`config.mk`:
```
export PLATFORM = sky130hd
export DESIGN_NAME = char_scan_display
export DESIGN_NICKNAME = d
export VERILOG_FILES = /design/src/rtl/char_scan_display.sv
export SDC_FILE = /design/constraint.sdc
export NUM_CORES = 1
export LEC_CHECK = 0
export BUFFER_PORTS_ARGS = -buffer_cell sky130_fd_sc_hd__buf_2
export CAP_MARGIN = 25
export CORE_UTILIZATION = 45
export CTS_BUF_LIST = sky130_fd_sc_hd__clkbuf_4 sky130_fd_sc_hd__clkbuf_8
export DETAILED_ROUTE_END_ITERATION = 6
export GPL_ROUTABILITY_DRIVEN = 0
export GPL_TIMING_DRIVEN = 0
export PLACE_DENSITY_LB_ADDON = 0.12
export SLEW_MARGIN = 20
export SYNTH_ARGS = -nofsm -noshare
export SYNTH_HDL_FRONTEND = slang
export SYNTH_SLANG_ARGS = --single-unit
```
`constraint.sdc`:
```
create_clock -name clk -period 2.5 [get_ports clk]
set_input_delay 0.375 -clock clk [delete_from_list [all_inputs] [get_ports clk]]
set_output_delay 0.375 -clock clk [all_outputs]
set_load 0.1 [all_outputs]
```
`src/rtl/char_scan_display.sv`:
```
// char_scan_display: multiplexed 7-segment scanner that shows a window of a character buffer.
// Define CHAR_SCAN_SCROLL_EN to build the scroll state machine that walks the window through the buffer.
module char_scan_display #(
  parameter  int NUM_DIGITS  = 4,
  parameter  int BUF_DEPTH   = 8,
  parameter  int REFRESH_DIV = 50000,
  parameter  int SCROLL_DIV  = 64,
  localparam int AW          = (BUF_DEPTH > 1) ? $clog2(BUF_DEPTH) : 1
) (
  input  logic                  clk,
  input  logic                  rst_n,
  input  logic                  wr_en,
  input  logic [AW-1:0]         wr_addr,
  input  logic [4:0]            wr_char,
  input  logic                  scroll_en,
  output logic [6:0]            seg,
  output logic [NUM_DIGITS-1:0] an,
  output logic                  frame_tick
);

  localparam int RW = $clog2(REFRESH_DIV);
  localparam int DW = (NUM_DIGITS > 1) ? $clog2(NUM_DIGITS) : 1;

  logic [RW-1:0]         refreshCnt_q, refreshCnt_d;
  logic [DW-1:0]         digitIdx_q, digitIdx_d;
  logic                  slotTick;
  logic [4:0]            charBuf_q [BUF_DEPTH];
  logic [AW-1:0]         offset;
  logic [AW-1:0]         entryIdx;
  logic [4:0]            curChar;
  logic [6:0]            seg_q, seg_d;
  logic [NUM_DIGITS-1:0] an_q, an_d;

  function automatic logic [6:0] glyph(input logic [3:0] code);
    logic [6:0] s;
    case (code)
      4'h0:    s = 7'b0111111;
      4'h1:    s = 7'b0000110;
      4'h2:    s = 7'b1011011;
      4'h3:    s = 7'b1001111;
      4'h4:    s = 7'b1100110;
      4'h5:    s = 7'b1101101;
      4'h6:    s = 7'b1111101;
      4'h7:    s = 7'b0000111;
      4'h8:    s = 7'b1111111;
      4'h9:    s = 7'b1101111;
      4'hA:    s = 7'b1110111;
      4'hB:    s = 7'b1111100;
      4'hC:    s = 7'b0111001;
      4'hD:    s = 7'b1011110;
      4'hE:    s = 7'b1111001;
      default: s = 7'b1110001;
    endcase
    return s;
  endfunction

  assign slotTick   = (refreshCnt_q == RW'(REFRESH_DIV - 1));
  assign frame_tick = slotTick && (digitIdx_q == DW'(NUM_DIGITS - 1));

  always_comb begin
    refreshCnt_d = slotTick ? '0 : refreshCnt_q + RW'(1);
    digitIdx_d   = digitIdx_q;
    if (slotTick) begin
      digitIdx_d = frame_tick ? '0 : digitIdx_q + DW'(1);
    end
  end

  always_ff @(posedge clk or negedge rst_n) begin
    if (!rst_n) begin
      refreshCnt_q <= '0;
      digitIdx_q   <= '0;
    end else begin
      refreshCnt_q <= refreshCnt_d;
      digitIdx_q   <= digitIdx_d;
    end
  end

  // Masking keeps indices legal even for a single-entry buffer.
  always_ff @(posedge clk or negedge rst_n) begin
    if (!rst_n) begin
      for (int i = 0; i < BUF_DEPTH; i++) begin
        charBuf_q[i] <= 5'b10000;
      end
    end else if (wr_en) begin
      charBuf_q[wr_addr & AW'(BUF_DEPTH - 1)] <= wr_char;
    end
  end

`ifdef CHAR_SCAN_SCROLL_EN
  typedef enum logic {IDLE, RUN} scrollState_t;
  localparam int FW = (SCROLL_DIV > 1) ? $clog2(SCROLL_DIV) : 1;

  scrollState_t  state_q, state_d;
  logic [FW-1:0] frameCnt_q, frameCnt_d;
  logic [AW-1:0] offset_q, offset_d;

  always_comb begin
    state_d    = state_q;
    frameCnt_d = frameCnt_q;
    offset_d   = offset_q;
    case (state_q)
      IDLE: begin
        if (scroll_en) state_d = RUN;
      end
      RUN: begin
        if (!scroll_en) begin
          state_d    = IDLE;
          frameCnt_d = '0;
        end else if (frame_tick) begin
          if (frameCnt_q == FW'(SCROLL_DIV - 1)) begin
            frameCnt_d = '0;
            offset_d   = (offset_q + AW'(1)) & AW'(BUF_DEPTH - 1);
          end else begin
            frameCnt_d = frameCnt_q + FW'(1);
          end
        end
      end
      default: state_d = IDLE;
    endcase
  end

  always_ff @(posedge clk or negedge rst_n) begin
    if (!rst_n) begin
      state_q    <= IDLE;
      frameCnt_q <= '0;
      offset_q   <= '0;
    end else begin
      state_q    <= state_d;
      frameCnt_q <= frameCnt_d;
      offset_q   <= offset_d;
    end
  end

  assign offset = offset_q;
`else
  logic unusedScroll;
  assign unusedScroll = scroll_en | (SCROLL_DIV == 0);
  assign offset       = '0;
`endif

  // Offset entry lands on the leftmost digit; 32-bit wrap then truncation gives the modulo.
  always_comb begin
    entryIdx = AW'(32'(offset) + 32'(NUM_DIGITS - 1) - 32'(digitIdx_q)) & AW'(BUF_DEPTH - 1);
    curChar  = charBuf_q[entryIdx];
    seg_d    = curChar[4] ? 7'b0000000 : glyph(curChar[3:0]);
    an_d     = '1;
    for (int i = 0; i < NUM_DIGITS; i++) begin
      an_d[i] = (DW'(i) != digitIdx_q);
    end
  end

  always_ff @(posedge clk or negedge rst_n) begin
    if (!rst_n) begin
      seg_q <= '0;
      an_q  <= '1;
    end else begin
      seg_q <= seg_d;
      an_q  <= an_d;
    end
  end

  assign seg = seg_q;
  assign an  = an_q;

endmodule
```
* Word level (Yosys, flattened, before mapping)
Memories as Yosys holds them, arrays and structs flattened.
Index checks and enable logic that the tools add are counted.
** Cells by class
- Add/subtract/negate cells :: 3
- Order comparisons :: 3
- Equality and inequality tests :: 5
- Mux-type cells :: 9
- Bitwise gates (word level) :: 2
- Reductions and logical operators :: 3
** Operators with widths (count)
- bitwise mux 40 bit :: 1
- adder 16 x 1 -> 16 bit, second input constant :: 1
- == test 16 bit, second input constant :: 1
- two-way mux 16 bit :: 1
- binary-select mux 5 bit (select 3 bit) :: 1
- demux 5 bit (select 3 bit) :: 1
- two-way mux 5 bit :: 3
- greater-or-equal comparator 4 bit, second input constant :: 2
- inverter 3 -> 4 bit :: 2
- two-way mux 7 bit :: 1
- < comparator 4 x 1 -> 1 bit, second input constant :: 1
- != test 2 bit, first input constant :: 2
- subtractor 2 x 2 -> 3 bit, first input constant :: 1
- adder 2 x 1 -> 2 bit, second input constant :: 1
- == test 2 bit, second input constant :: 1
- logical AND 1 bit :: 2
- two-way mux 2 bit :: 1
- != test 1 x 2 -> 1 bit, first input constant :: 1
- nonzero test 2 bit :: 1
** Storage, ports and cells
- Register bits :: 69
- ROM bits :: 112
- Input port bits :: 12
- Output and inout port bits :: 12
- Logic and storage cells :: 38
- Memories kept :: 1
** Memories
- (name not given) :: depth 16, bits a word 7, rd ports 1, clocked after Yosys merged registers in 0, write ports 0, line 36 : case (code)

* Longest topological paths before layout
Gate-level depths: netlist (run 1).
An unclocked memory read counts as a cell.
- Depth after elaboration :: 7
- Gate-level depth with buffers :: 8
- Gate-level depth less buffers :: 7

* Worst setup path after synthesis (run 1)
OpenSTA, ideal clock, no wires.
- Kind :: reg2out
- Start point :: reg refreshCnt_q[4]
- End point :: out frame_tick
- Arrival time :: 3.656 ns
- Required time :: 2.125 ns
- Slack :: -1.531 ns
- Stages on the path, launching flop included :: 4
- Buffers on the path :: 0
- Cells stage by stage :: dfrtp_1 nor4b_1 nand4_1 nor4_1
** Between the ends
- Cells in the longest elaborated chain, start to end :: 2
** Ends and longest elaborated chain
- start, declared :: line 24 : logic [RW-1:0] refreshCnt_q, refreshCnt_d;
- start signal, assigned :: line 73 : refreshCnt_q <= refreshCnt_d;
- == test 16 bit :: line 57 : assign slotTick = (refreshCnt_q == RW'(REFRESH_DIV - 1));
- logical AND 1 bit :: line 58 : assign frame_tick = slotTick && (digitIdx_q == DW'(NUM_DIGITS - 1));
- end, declared :: line 18 : output logic frame_tick
No other way between the ends.

* Worst setup path after layout (run 1)
- Start point :: reg refreshCnt_q[11]
- End point :: out frame_tick
The elaborated chain is that of the path after synthesis.

==> results of run 1 <==
==> path summary, 6_finish.rpt <==
path	start	end	slack, ns	cells past startpoint
setup / recovery	refreshCnt_q[11]$_DFF_PN0_	frame_tick	0.15	4
min in group clk	wr_char[0]	charBuf_q[30]$_DFFE_PN0P_	0.35	2
hold / removal	rst_n	seg[5]$_DFF_PN0_	0.08	1
hold reg to reg	refreshCnt_q[0]$_DFF_PN0_	refreshCnt_q[0]$_DFF_PN0_	0.51	1
max in group asynchronous	rst_n	charBuf_q[31]$_DFFE_PN0P_	2.00	1
setup reg to reg	digitIdx_q[0]$_DFFE_PN0N_	seg[3]$_DFF_PN0_	0.39	8
==> synth_stat cells <==
library cell   n  share of area (%)
dfrtp_1       41                 44
mux2_2        23                 11
nor2_1        17                2.7
ha_1          11                5.9
inv_1         11                1.8
dfstp_2        8                9.0
nand2_1        8                1.3
xnor2_1        8                3.0
nand3_1        7                1.5
a221oi_1       4                1.5
nand4_1        4                1.1
xor2_1         4                1.5
a21oi_1        3               0.64
mux4_2         3                2.9
nor2b_1        3               0.80
and2_1         2               0.53
and4_1         2               0.75
buf_6          2               0.96
mux4_1         2                2.2
nor3_1         2               0.43
nor4b_1        2               0.75
o21ai_0        2               0.43
o21ai_1        2               0.43
or3_1          2               0.53
a211o_1        1               0.37
a221oi_2       1               0.64
a22oi_1        1               0.32
buf_2          1               0.21
clkbuf_1       1               0.16
mux2i_1        1               0.43
nand3_2        1               0.43
nor2b_4        1               0.59
nor3b_1        1               0.32
nor4_1         1               0.27
o211ai_1       1               0.32
o41ai_1        1               0.37
or4_1          1               0.32
==> sequential cells by signal (all words and copies together), names as in the netlist <==
register / count
charBuf_q: 20
digitIdx_q: 2
an: 4
seg: 7
refreshCnt_q: 16
==> final cells by class <==
class | count | area [sq um] | share of cell area (%)
flip-flops and latches | 49 | 1240 | 46.6
multi-input cells | 122 | 1050 | 39.6
repair buffers | 22 | 113 | 4.24
clock buffers | 8 | 97.6 | 3.68
well taps | 67 | 83.8 | 3.16
inverters | 11 | 41.3 | 1.56
plain buffers | 4 | 31.3 | 1.18
==> stage by stage <==
stage               area, sq um  hold WS [ns]
global placement           2550         0.460
floorplan                  2360        0.0794
global route               2660         0.117
CTS                        2650         0.299
finish                     2660        0.0812
detailed placement         2550         0.493
==> routing by layer <==
metal,track usage [%],up-vias
met5,0,-
met4,7.91,0
met3,4.07,6
met2,29.4,46
met1,23.9,738
li1,-,716
==> layout by cell type, fill, tap and decap left out, drive strengths merged <==
master and instances:
or3 2, xnor2 8, nor4 1, nand2 8, nand3 8, buf 25, mux2 23, nor3 2
mux4 5, dfrtp 41, o211ai 1, nor4b 2, and2 2, nor3b 1, or4 1, o21ai 4
inv 11, a211o 1, nor2 17, and4 2, a221oi 5, nand4 4, ha 11, mux2i 1
nor2b 4, a22oi 1, o41ai 1, a21oi 3, dfstp 8, xor2 4, clkbuf 9
==> power groups by stage <==
stage / Clock [mW] / Combinational, mW / Sequential (mW)
after floorplan: 0 / 0.247 / 1.27
after global placement: 0 / 0.658 / 0.964
after detailed placement: 0 / 0.675 / 0.971
final: 0.497 / 0.674 / 0.955
after global routing: 0.544 / 0.717 / 0.970
after CTS: 0.513 / 0.675 / 0.955
==> critical path, stage by stage (launching register included) <==
cell and delay (ns):
dfrtp_1 0.47, nor4b_1 0.34, nand4_1 0.23, nor4_4 0.17, buf_2 0.46
==> kinds of logic (layout without fill, tap and decap cells) <==
kind of cell / Yosys count / count (layout)
and+or+nand+nor: 54 / 54
DFF: 49 / 49
muxes: 29 / 29
AOI/OAI and AO/OA: 16 / 16
buffers and inverters: 15 / 45
xor gates and xnor gates: 12 / 12
adders and majority gates: 11 / 11
==> summary.md, run 1 <==
| Metric | Value |
|---|---|
| Root Buffer | clkbuf_8 |
| Final setup skew | 0.0122 ns |
| Unrepaired setup endpoints after global routing | false |
| Die span in x | 74.2 um |
| Leakage power figure | 1.17 nW |
| Share of power burned in registers | 44.9% |
| Global-route wire length before repair | 7420 um |
| Layout overhead on the synthesized area | 13.2% |
| Combinational group share of total power | 31.7% |
| H-tree Lvls | 2 |
| Number of buffers inserted for hold repair after clock tree synthesis | 0 |
| DRC errors left | 0 |
| Number of max-slew violations in the final report | 0 |
| Setup fix buffers added after clock tree synthesis | 0 |
| Starting Density | 48.1% |
| Headroom to the max-slew limit | 45.7% |
| Highest metal used | met4 |
| CTS tree | yes |
| Post-detail-place hpwl | 3080 um |
| Clock-pin slew reported for the worst setup and hold paths after clock tree synthesis | 0.09 ns |
| Combined global-route utilization of all metal layers | 18.3% |
| Ratio of final minimum period to clock period | 93.9% |
| Count of inserted antenna diode cells | 0 |
| Type of destination of the critical path | output pin |
| Overflow left after global routing | 0 |
| Met1 WL | 1930 um |
| Met2 WL | 2130 um |
| Arrival time of the worst setup path | 1.97 ns |
| Post-synthesis area per instance | 12.6 sq um |
| Synthesis warning total | 0 |
| Iteration count of the initial detailed-routing pass | 4 |
| Synth Area in Adders | 5.87% |
| Proportion of synthesized area in mux cells | 16.6% |
| Post-DRT Antenna Nets | 0 |
| Mapped Cells | 186 |
| Number of clock sinks seen by CTS | 49 |
| Number of cell rows | 25 |
| Avg Vias per Cell | 5.32 |
| Number of ports placed on the die boundary | 24 |
| Unique cell type count in the Yosys netlist | 37 |
| Area of the mapped netlist | 2350 sq um |
| Syn nets | 209 |
| # placed instances | 275 |
| Die Footprint | 5510 sq um |
| Part of the total power dissipated in the clock network | 23.4% |
| Maximum VDD drop | 0.581 mV |
| Fin nets | 238 |
| Final setup fails | 0 |
| Insertion delay of the later-clocked pin in the worst-skew pair | 0.30 ns |
| Count of port buffers added during placement | 22 |
| Final TNS setup | 0 ns |
| Chip height | 74.2 um |
| Power density over the cells | 801 nW/um^2 |
| Power after layout | 2.13 mW |
| Synth Area in XOR/XNOR | 4.48% |
| Post-detailed-routing wire length | 4330 um |
| Number of max-cap violations | 0 |
| Worst Path Class, Setup | reg -> out |
| Met3 routed WL | 200 um |
| Data required, critical path | 2.12 ns |
| Worst Tran Pin Value | 0.812 ns |
| End-of-flow core utilization | 54.4% |
| Flip-flop and latch count after synthesis | 49 |
| CP startpoint kind | register |
| Maximum number of pins on one net before global-route repair | 50 |
| Fmax | 0.426 GHz |
| Setup slack after layout | 0.154 ns |
| Pre-CTS setup slack | 0.379 ns |
| Ratio of cells with drive above 1 in the final layout | 32.9% |
| Run status | completed |
| Maximum count of clock buffers along a single path | 2 |
| Non-Filler Instances | 283 |
| Path category of the worst min-delay check | in -> async |
| Internal Power | 1.35 mW |
| Main combinational cell family by area after synthesis | multiplexers |
| Cts bufs inserted | 5 |
| Net switching power | 0.778 mW |
| Switching power share of the total | 36.6% |
| Number of violations reported at the end of detailed-routing iteration 0 | 45 |
| Average wire length per cell after detail routing | 15.3 um |
| Antenna violations before repair | 0 |
| Synthesized-area fraction occupied by and/or/nand/nor cells | 12.3% |
| Core Area | 4880 sq um |
| Hold violation total from the final report | 0 |
| Clock period minus worst slack | 2.35 ns |
| Number of instances resized during post-cts repair | 0 |
| FILL cells | 422 |
| Compound-gate portion of the synthesized area | 5.01% |
| Vias after detailed routing | 1,506 |
| Worst Path Max Fanout | 6 |
| Vias in the first global route | 1,566 |
| Sequential-to-total area share from yosys stat | 52.7% |
No activity file was read; power rests on OpenSTA's default activity.
==> run 2: changes to the inputs <==
Settings changed: CTS_BUF_LIST sky130_fd_sc_hd__clkbuf_4 sky130_fd_sc_hd__clkbuf_8 to sky130_fd_sc_hd__clkbuf_8.
==> run 2 against run 1 <==
Utilization shrank 0.15 points. Global-route usage is the same. Hold slack lost 0.0018 ns. Total power shrank 1.4%. Combinational power is essentially flat. Cell count is the same. Sequential power is essentially flat. Sequential share of layout area grew 0.13 points. Largest cell class unchanged.
==> summary.md, run 2 (synthesized netlist as in run 1, its figures left out) <==
| Metric | Value |
|---|---|
| Run status | completed (unchanged) |
| Vias after detailed routing | 1,505 (was 1,506) |
| Post-layout instance area | 2650 sq um (was 2660 sq um) |
| Die Footprint | 5510 sq um (unchanged) |
| Most common cell after layout, fill and taps aside | dfrtp_1 (unchanged) |
| Flip-flop count of the largest register, all copies and words added | 20 (unchanged) |
| Die span in x | 74.2 um (unchanged) |
| Final setup skew | 0.0124 ns (was 0.0122 ns) |
| Core Area | 4880 sq um (unchanged) |
| Final setup fails | 0 (unchanged) |
| Worst Path Max Fanout | 6 (unchanged) |
| Number of ports placed on the die boundary | 24 (unchanged) |
| Combined global-route utilization of all metal layers | 18.3% (unchanged) |
| Setup fix buffers added after clock tree synthesis | 0 (unchanged) |
| Layout overhead on the synthesized area | 12.9% (was 13.2%) |
| Starting Density | 48.1% (unchanged) |
| Count of inserted antenna diode cells | 0 (unchanged) |
| Area after DPL | 2550 sq um (unchanged) |
| Setup slack after layout | 0.154 ns (about the same) |
| Insertion delay of the later-clocked pin in the worst-skew pair | 0.30 ns (about the same) |
| Maximum count of clock buffers along a single path | 2 (unchanged) |
| Clock period minus worst slack | 2.35 ns (about the same) |
| FILL cells | 423 (was 422) |
| Maximum number of pins on one net before global-route repair | 50 (unchanged) |
| Arrival time of the worst setup path | 1.97 ns (about the same) |
| Headroom to the max-slew limit | 45.3% (was 45.7%) |
| Ratio of cells with drive above 1 in the final layout | 31.9% (was 32.9%) |
| Number of violations reported at the end of detailed-routing iteration 0 | 45 (unchanged) |
| Pre-CTS setup slack | 0.379 ns (unchanged) |
| Largest reg by FF count | charBuf_q (unchanged) |
| Number of max-cap violations | 0 (unchanged) |
| Power density over the cells | 792 nW/um^2 (was 801 nW/um^2) |
| Fmax | 0.426 GHz (about the same) |
| Post-detailed-routing wire length | 4330 um (about the same) |
| Most frequent cells in the layout | dfrtp_1 (41), mux2_2 (23), buf_2 (22) (unchanged) |
| Hold violation total from the final report | 0 (unchanged) |
| Number of max-slew violations in the final report | 0 (unchanged) |
| Cells on worst reg2reg path | 8 (unchanged) |
| Worst Tran Pin Value | 0.819 ns (was 0.812 ns) |
| Clock-pin slew reported for the worst setup and hold paths after clock tree synthesis | 0.09 ns (about the same) |
| Root Buffer | clkbuf_8 (unchanged) |
| End-of-flow core utilization | 54.3% (was 54.4%) |
| Number of clock sinks seen by CTS | 49 (unchanged) |
| Type of destination of the critical path | output pin (unchanged) |
| Path category of the worst min-delay check | in -> async (unchanged) |
| Average wire length per cell after detail routing | 15.3 um (about the same) |
| Leakage power figure | 1.17 nW (about the same) |
| H-tree Lvls | 2 (unchanged) |
| Chip height | 74.2 um (unchanged) |
| Iteration count of the initial detailed-routing pass | 4 (unchanged) |
| Sequential cell area | 1240 sq um (unchanged) |
| Post-DRT Antenna Nets | 0 (unchanged) |
| DRC errors left | 0 (unchanged) |
| Number of instances resized during post-cts repair | 0 (unchanged) |
| Cts bufs inserted | 5 (unchanged) |
| Fin nets | 238 (unchanged) |
| Unrepaired setup endpoints after global routing | false (unchanged) |
| Area used by multi-input combinational logic | 1050 sq um (unchanged) |
| Final TNS setup | 0 ns (unchanged) |
| Number of buffers inserted for hold repair after clock tree synthesis | 0 (unchanged) |
| Data required, critical path | 2.12 ns (about the same) |
| CP startpoint kind | register (unchanged) |
| CTS tree | yes (unchanged) |
| Maximum VDD drop | 0.581 mV (about the same) |
| Overflow left after global routing | 0 (unchanged) |
| Antenna violations before repair | 0 (unchanged) |
| Count of port buffers added during placement | 22 (unchanged) |
| Vias in the first global route | 1,566 (unchanged) |
| Number of cell rows | 25 (unchanged) |
| Avg Vias per Cell | 5.32 (about the same) |
| Worst Path Class, Setup | reg -> out (unchanged) |
| Ratio of final minimum period to clock period | 93.8% (was 93.9%) |
| Global-route wire length before repair | 7420 um (unchanged) |
| Post-detail-place hpwl | 3080 um (unchanged) |
==> run 2: path summary, 6_finish.rpt <==
kind                                       startpoint                   endpoint  slack, ns
max                        refreshCnt_q[11]$_DFF_PN0_                 frame_tick       0.15
min                                             rst_n           seg[5]$_DFF_PN0_       0.08
max reg2reg                 digitIdx_q[0]$_DFFE_PN0N_           seg[3]$_DFF_PN0_       0.39
min reg2reg                 refreshCnt_q[0]$_DFF_PN0_  refreshCnt_q[0]$_DFF_PN0_       0.51
max in group asynchronous                       rst_n  charBuf_q[31]$_DFFE_PN0P_       2.00
min in group clk                           wr_char[0]  charBuf_q[30]$_DFFE_PN0P_       0.35
==> run 2: through the flow <==
stage / std cells / power, mW / hold WS (ns)
floorplan: 186 / 1.51 / 0.0794
global placement: 275 / 1.62 / 0.460
detailed placement: 275 / 1.65 / 0.493
CTS: 283 / 2.11 / 0.299
global route: 283 / 2.20 / 0.117
finish: 283 / 2.10 / 0.0795
==> run 2: layout make-up <==
cell class	count	area share (%)
inverter	11	1.56
clock inverter	2	0.284
multi-input combinational	122	39.7
buffer	4	1.18
clock buffer	6	3.12
timing repair buffer	22	4.25
tap	67	3.17
sequential	49	46.7
==> run 2: per-layer routing <==
metal	wire length (um)	vias to the layer above	track usage, %
met5	0	-	0
met4	68	0	7.91
met3	200	6	4.07
met2	2140	46	29.4
met1	1920	737	23.9
li1	-	716	-
==> run 2: power by group <==
group	total, mW	leakage, nW	internal [mW]	switching, mW
sequential	0.955	0.598	0.913	0.0413
clock	0.468	0.0538	0.218	0.250
combinational	0.674	0.520	0.187	0.486
==> run 2: worst max-delay path, cell delays in order, from the launching register on <==
cell and delay [ns]:
dfrtp_1 0.47, nor4b_1 0.34, nand4_1 0.23, nor4_4 0.17
buf_2 0.46
==> run 3: changes to the inputs <==
Settings changed: ABC_AREA from default to 1.
==> run 3 against run 2 <==
Clock power up 3%. Utilization down 0.36 points. Global-route usage down 0.51 points. Area after synthesis up 6.5%. Via count up 29%. Routed wire length up 5.4%. Total power down 2.8%. Non-clock buffer count down 1. Clock skew down 0.0077 ns. Register-to-register slack better by 0.29 ns. Largest cell class unchanged. Largest power group unchanged.
==> summary.md, run 3 <==
| Metric | Value |
|---|---|
| Run status | completed (unchanged) |
| Capturing point of the worst reg2reg path | seg[3]$_DFF_PN0_ (unchanged) |
| End-of-flow core utilization | 53.9% (was 54.3%) |
| Internal reg-to-reg setup slack | 0.68 ns (was 0.39 ns) |
| Overflow left after global routing | 0 (unchanged) |
| Syn nets | 324 (was 209) |
| Final TNS setup | 0 ns (unchanged) |
| Number of clock sinks seen by CTS | 49 (unchanged) |
| Path category of the worst min-delay check | in -> async (unchanged) |
| Starting Density | 47.7% (was 48.1%) |
| Most Frequent Cell on Critical Path | nand2_1 |
| Power after layout | 2.04 mW (was 2.10 mW) |
| Slowest stage delay, CP | 0.43 ns (was 0.47 ns) |
| Worst Path Class, Setup | reg -> out (unchanged) |
| Worst Tran Pin Value | 0.662 ns (was 0.819 ns) |
| Slowest cell on the critical path | buf_2 (was dfrtp_1) |
| Fin nets | 354 (was 238) |
| Fmax | 0.428 GHz (was 0.426 GHz) |
| Ratio of final minimum period to clock period | 93.5% (was 93.8%) |
| Crit path buf inv count | 2 (was 1) |
| Leakage power figure | 1.44 nW (was 1.17 nW) |
| Average wire length per cell after detail routing | 11.4 um (was 15.3 um) |
| Post-DRT Antenna Nets | 0 (unchanged) |
| Cells on worst reg2reg path | 8 (unchanged) |
| Core Area | 5240 sq um (was 4880 sq um) |
| Post-detailed-routing wire length | 4560 um (was 4330 um) |
| Number of instances resized during post-cts repair | 0 (unchanged) |
| Global-route wire length before repair | 8180 um (was 7420 um) |
| Non-Filler Instances | 402 (was 283) |
| Die span in x | 76.5 um (was 74.2 um) |
| Flip-flop and latch count after synthesis | 49 (unchanged) |
| Number of max-slew violations in the final report | 0 (unchanged) |
| Count of port buffers added during placement | 22 (unchanged) |
| Mapped Cells | 301 (was 186) |
| Ratio of cells with drive above 1 in the final layout | 18.1% (was 31.9%) |
| Synth async-reset ratio | 100% (unchanged) |
| Sequential-to-total area share from yosys stat | 49.5% (was 52.7%) |
| Maximum VDD drop | 0.461 mV (was 0.581 mV) |
| Root Buffer | clkbuf_8 (unchanged) |
| Final setup fails | 0 (unchanged) |
| Maximum count of clock buffers along a single path | 2 (unchanged) |
| Library cell with the highest instance count after synthesis | nand2_1 (was dfrtp_1) |
| DRC errors left | 0 (unchanged) |
| Die Footprint | 5850 sq um (was 5510 sq um) |
| Most common cell after layout, fill and taps aside | nand2_1 (was dfrtp_1) |
| Avg Vias per Cell | 4.82 (was 5.32) |
| # placed instances | 394 (was 275) |
| Number of violations reported at the end of detailed-routing iteration 0 | 70 (was 45) |
| H-tree Lvls | 2 (unchanged) |
| Insertion delay of the later-clocked pin in the worst-skew pair | 0.30 ns (about the same) |
| Combined global-route utilization of all metal layers | 17.8% (was 18.3%) |
| Number of buffers inserted for hold repair after clock tree synthesis | 0 (unchanged) |
| Most used DFF post-synth | dfrtp_1 (unchanged) |
| Unique cell type count in the Yosys netlist | 23 (was 37) |
| Worst Path Max Fanout | 8 (was 6) |
| Layout overhead on the synthesized area | 13.0% (was 12.9%) |
| Headroom to the max-slew limit | 55.8% (was 45.3%) |
| Number of max-cap violations | 0 (unchanged) |
| Hold violation total from the final report | 0 (unchanged) |
| Antenna violations before repair | 0 (unchanged) |
| Area of the mapped netlist | 2500 sq um (was 2350 sq um) |
| Cell family with most CP delay | simple AND/OR/NAND/NOR gates (unchanged) |
| Unrepaired setup endpoints after global routing | false (unchanged) |
| Iteration count of the initial detailed-routing pass | 4 (unchanged) |
| CP startpoint kind | register (unchanged) |
| Arrival time of the worst setup path | 1.96 ns (was 1.97 ns) |
| Number of ports placed on the die boundary | 24 (unchanged) |
| Maximum number of pins on one net before global-route repair | 29 (was 50) |
| Number of cell rows | 26 (was 25) |
| Crit path cell chain | ha_1 -> nand2_1 -> inv_1 -> nand2_1 -> nor2_1 -> nand2_1 -> nor2_2 -> buf_2 (was nor4b_1 -> nand4_1 -> nor4_4 -> buf_2) |
| Clock period minus worst slack | 2.34 ns (was 2.35 ns) |
| Data required, critical path | 2.12 ns (about the same) |
| Levels on crit path | 8 (was 4) |
| Synth top area share | 41.1% (was 43.7%) |
| Largest reg by FF count | charBuf_q (unchanged) |
| Type of destination of the critical path | output pin (unchanged) |
| Vias in the first global route | 1,777 (was 1,566) |
| Count of inserted antenna diode cells | 0 (unchanged) |
| Synthesis warning total | 0 (unchanged) |
| Cts bufs inserted | 5 (unchanged) |
| Dominant cells by area after synthesis | dfrtp_1 (41%), nand2_1 (12%), dfstp_2 (8.4%), inv_1 (5.7%), o21ai_0 (5.6%) (was dfrtp_1 (44%), mux2_2 (11%), dfstp_2 (9.0%), ha_1 (5.9%), xnor2_1 (3.0%)) |
| Clock-pin slew reported for the worst setup and hold paths after clock tree synthesis | 0.09 ns (about the same) |
| Power density over the cells | 722 nW/um^2 (was 792 nW/um^2) |
| Library cell occupying the most area in the post-synthesis netlist | dfrtp_1 (unchanged) |
| Setup fix buffers added after clock tree synthesis | 0 (unchanged) |
| Smallest hold slack | 0.0960 ns (was 0.0795 ns) |
| Vias after detailed routing | 1,936 (was 1,505) |
| Final setup skew | 0.00463 ns (was 0.0124 ns) |
| Post-detail-place hpwl | 3350 um (was 3080 um) |
| CTS tree | yes (unchanged) |
| Most frequent cells after synthesis | nand2_1 (81), dfrtp_1 (41), inv_1 (38) (was dfrtp_1 (41), mux2_2 (23), nor2_1 (17)) |
| Most frequent cells in the layout | nand2_1 (81), dfrtp_1 (41), inv_1 (38) (was dfrtp_1 (41), mux2_2 (23), buf_2 (22)) |
| Worst reg2reg path startpoint | digitIdx_q[1]$_DFFE_PN0N_ (was digitIdx_q[0]$_DFFE_PN0N_) |
| Post-synthesis area per instance | 8.30 sq um (was 12.6 sq um) |
| Number of enable-type register cells in the synthesized netlist | 0 (unchanged) |
| Flip-flop count of the largest register, all copies and words added | 20 (unchanged) |
| Chip height | 76.5 um (was 74.2 um) |
[run 3: cell count changes after synthesis, sizes merged, moves of 8 or more]
cell,change
inv,+31
mux2,-23
nand2,+81
nand3,+13
nor2,+17
o21ai,+27
xnor2,-8
[run 3: metrics by stage]
step	setup WS, ns	area (sq um)
after detailed placement	0.480	2730
final	0.162	2820
after global placement	0.492	2700
after floorplan	0.372	2500
after CTS	0.138	2820
after global routing	0.00639	2820
[run 3: report_power, final]
part	switching [mW]	internal, mW
combinational	0.477	0.134
clock	0.259	0.225
sequential	0.0431	0.899
total	0.779	1.26
[run 3: cell families after synthesis]
family,count (synthesis),share of synthesized area [%]
simple gates,152,27.4
fa+ha+maj,11,5.51
xor+xnor,6,2.10
compound gates,39,8.11
flops,49,49.5
buf+inv,44,7.41
[run 3: worst max path at each step]
stage                                         start    endpoint
final                     refreshCnt_q[0]$_DFF_PN0_  frame_tick
after global routing      refreshCnt_q[0]$_DFF_PN0_  frame_tick
after CTS                 refreshCnt_q[0]$_DFF_PN0_  frame_tick
after detailed placement  refreshCnt_q[0]$_DFF_PN0_  frame_tick
after global placement    refreshCnt_q[0]$_DFF_PN0_  frame_tick
after floorplan           refreshCnt_q[0]$_DFF_PN0_  frame_tick
[run 3: area by class of cell]
cell class                 count  area (sq um)
clock buffer                   6          82.6
fill                         523          2410
inverter                      42           163
multi-input combinational    208          1080
buffer                         2          22.5
tap                           70          87.6
timing repair buffer          23           138
sequential                    49          1240
clock inverter                 2          13.8
[run 3: metal layers]
layer / global-route usage [%] / share of wire (%) / vias to the layer above
met1: 24.5 / 51 / 888
met5: 0 / 0 / -
met2: 27.9 / 44 / 35
li1: - / - / 1006
met3: 3.95 / 4.1 / 7
met4: 5.19 / 1.2 / 0
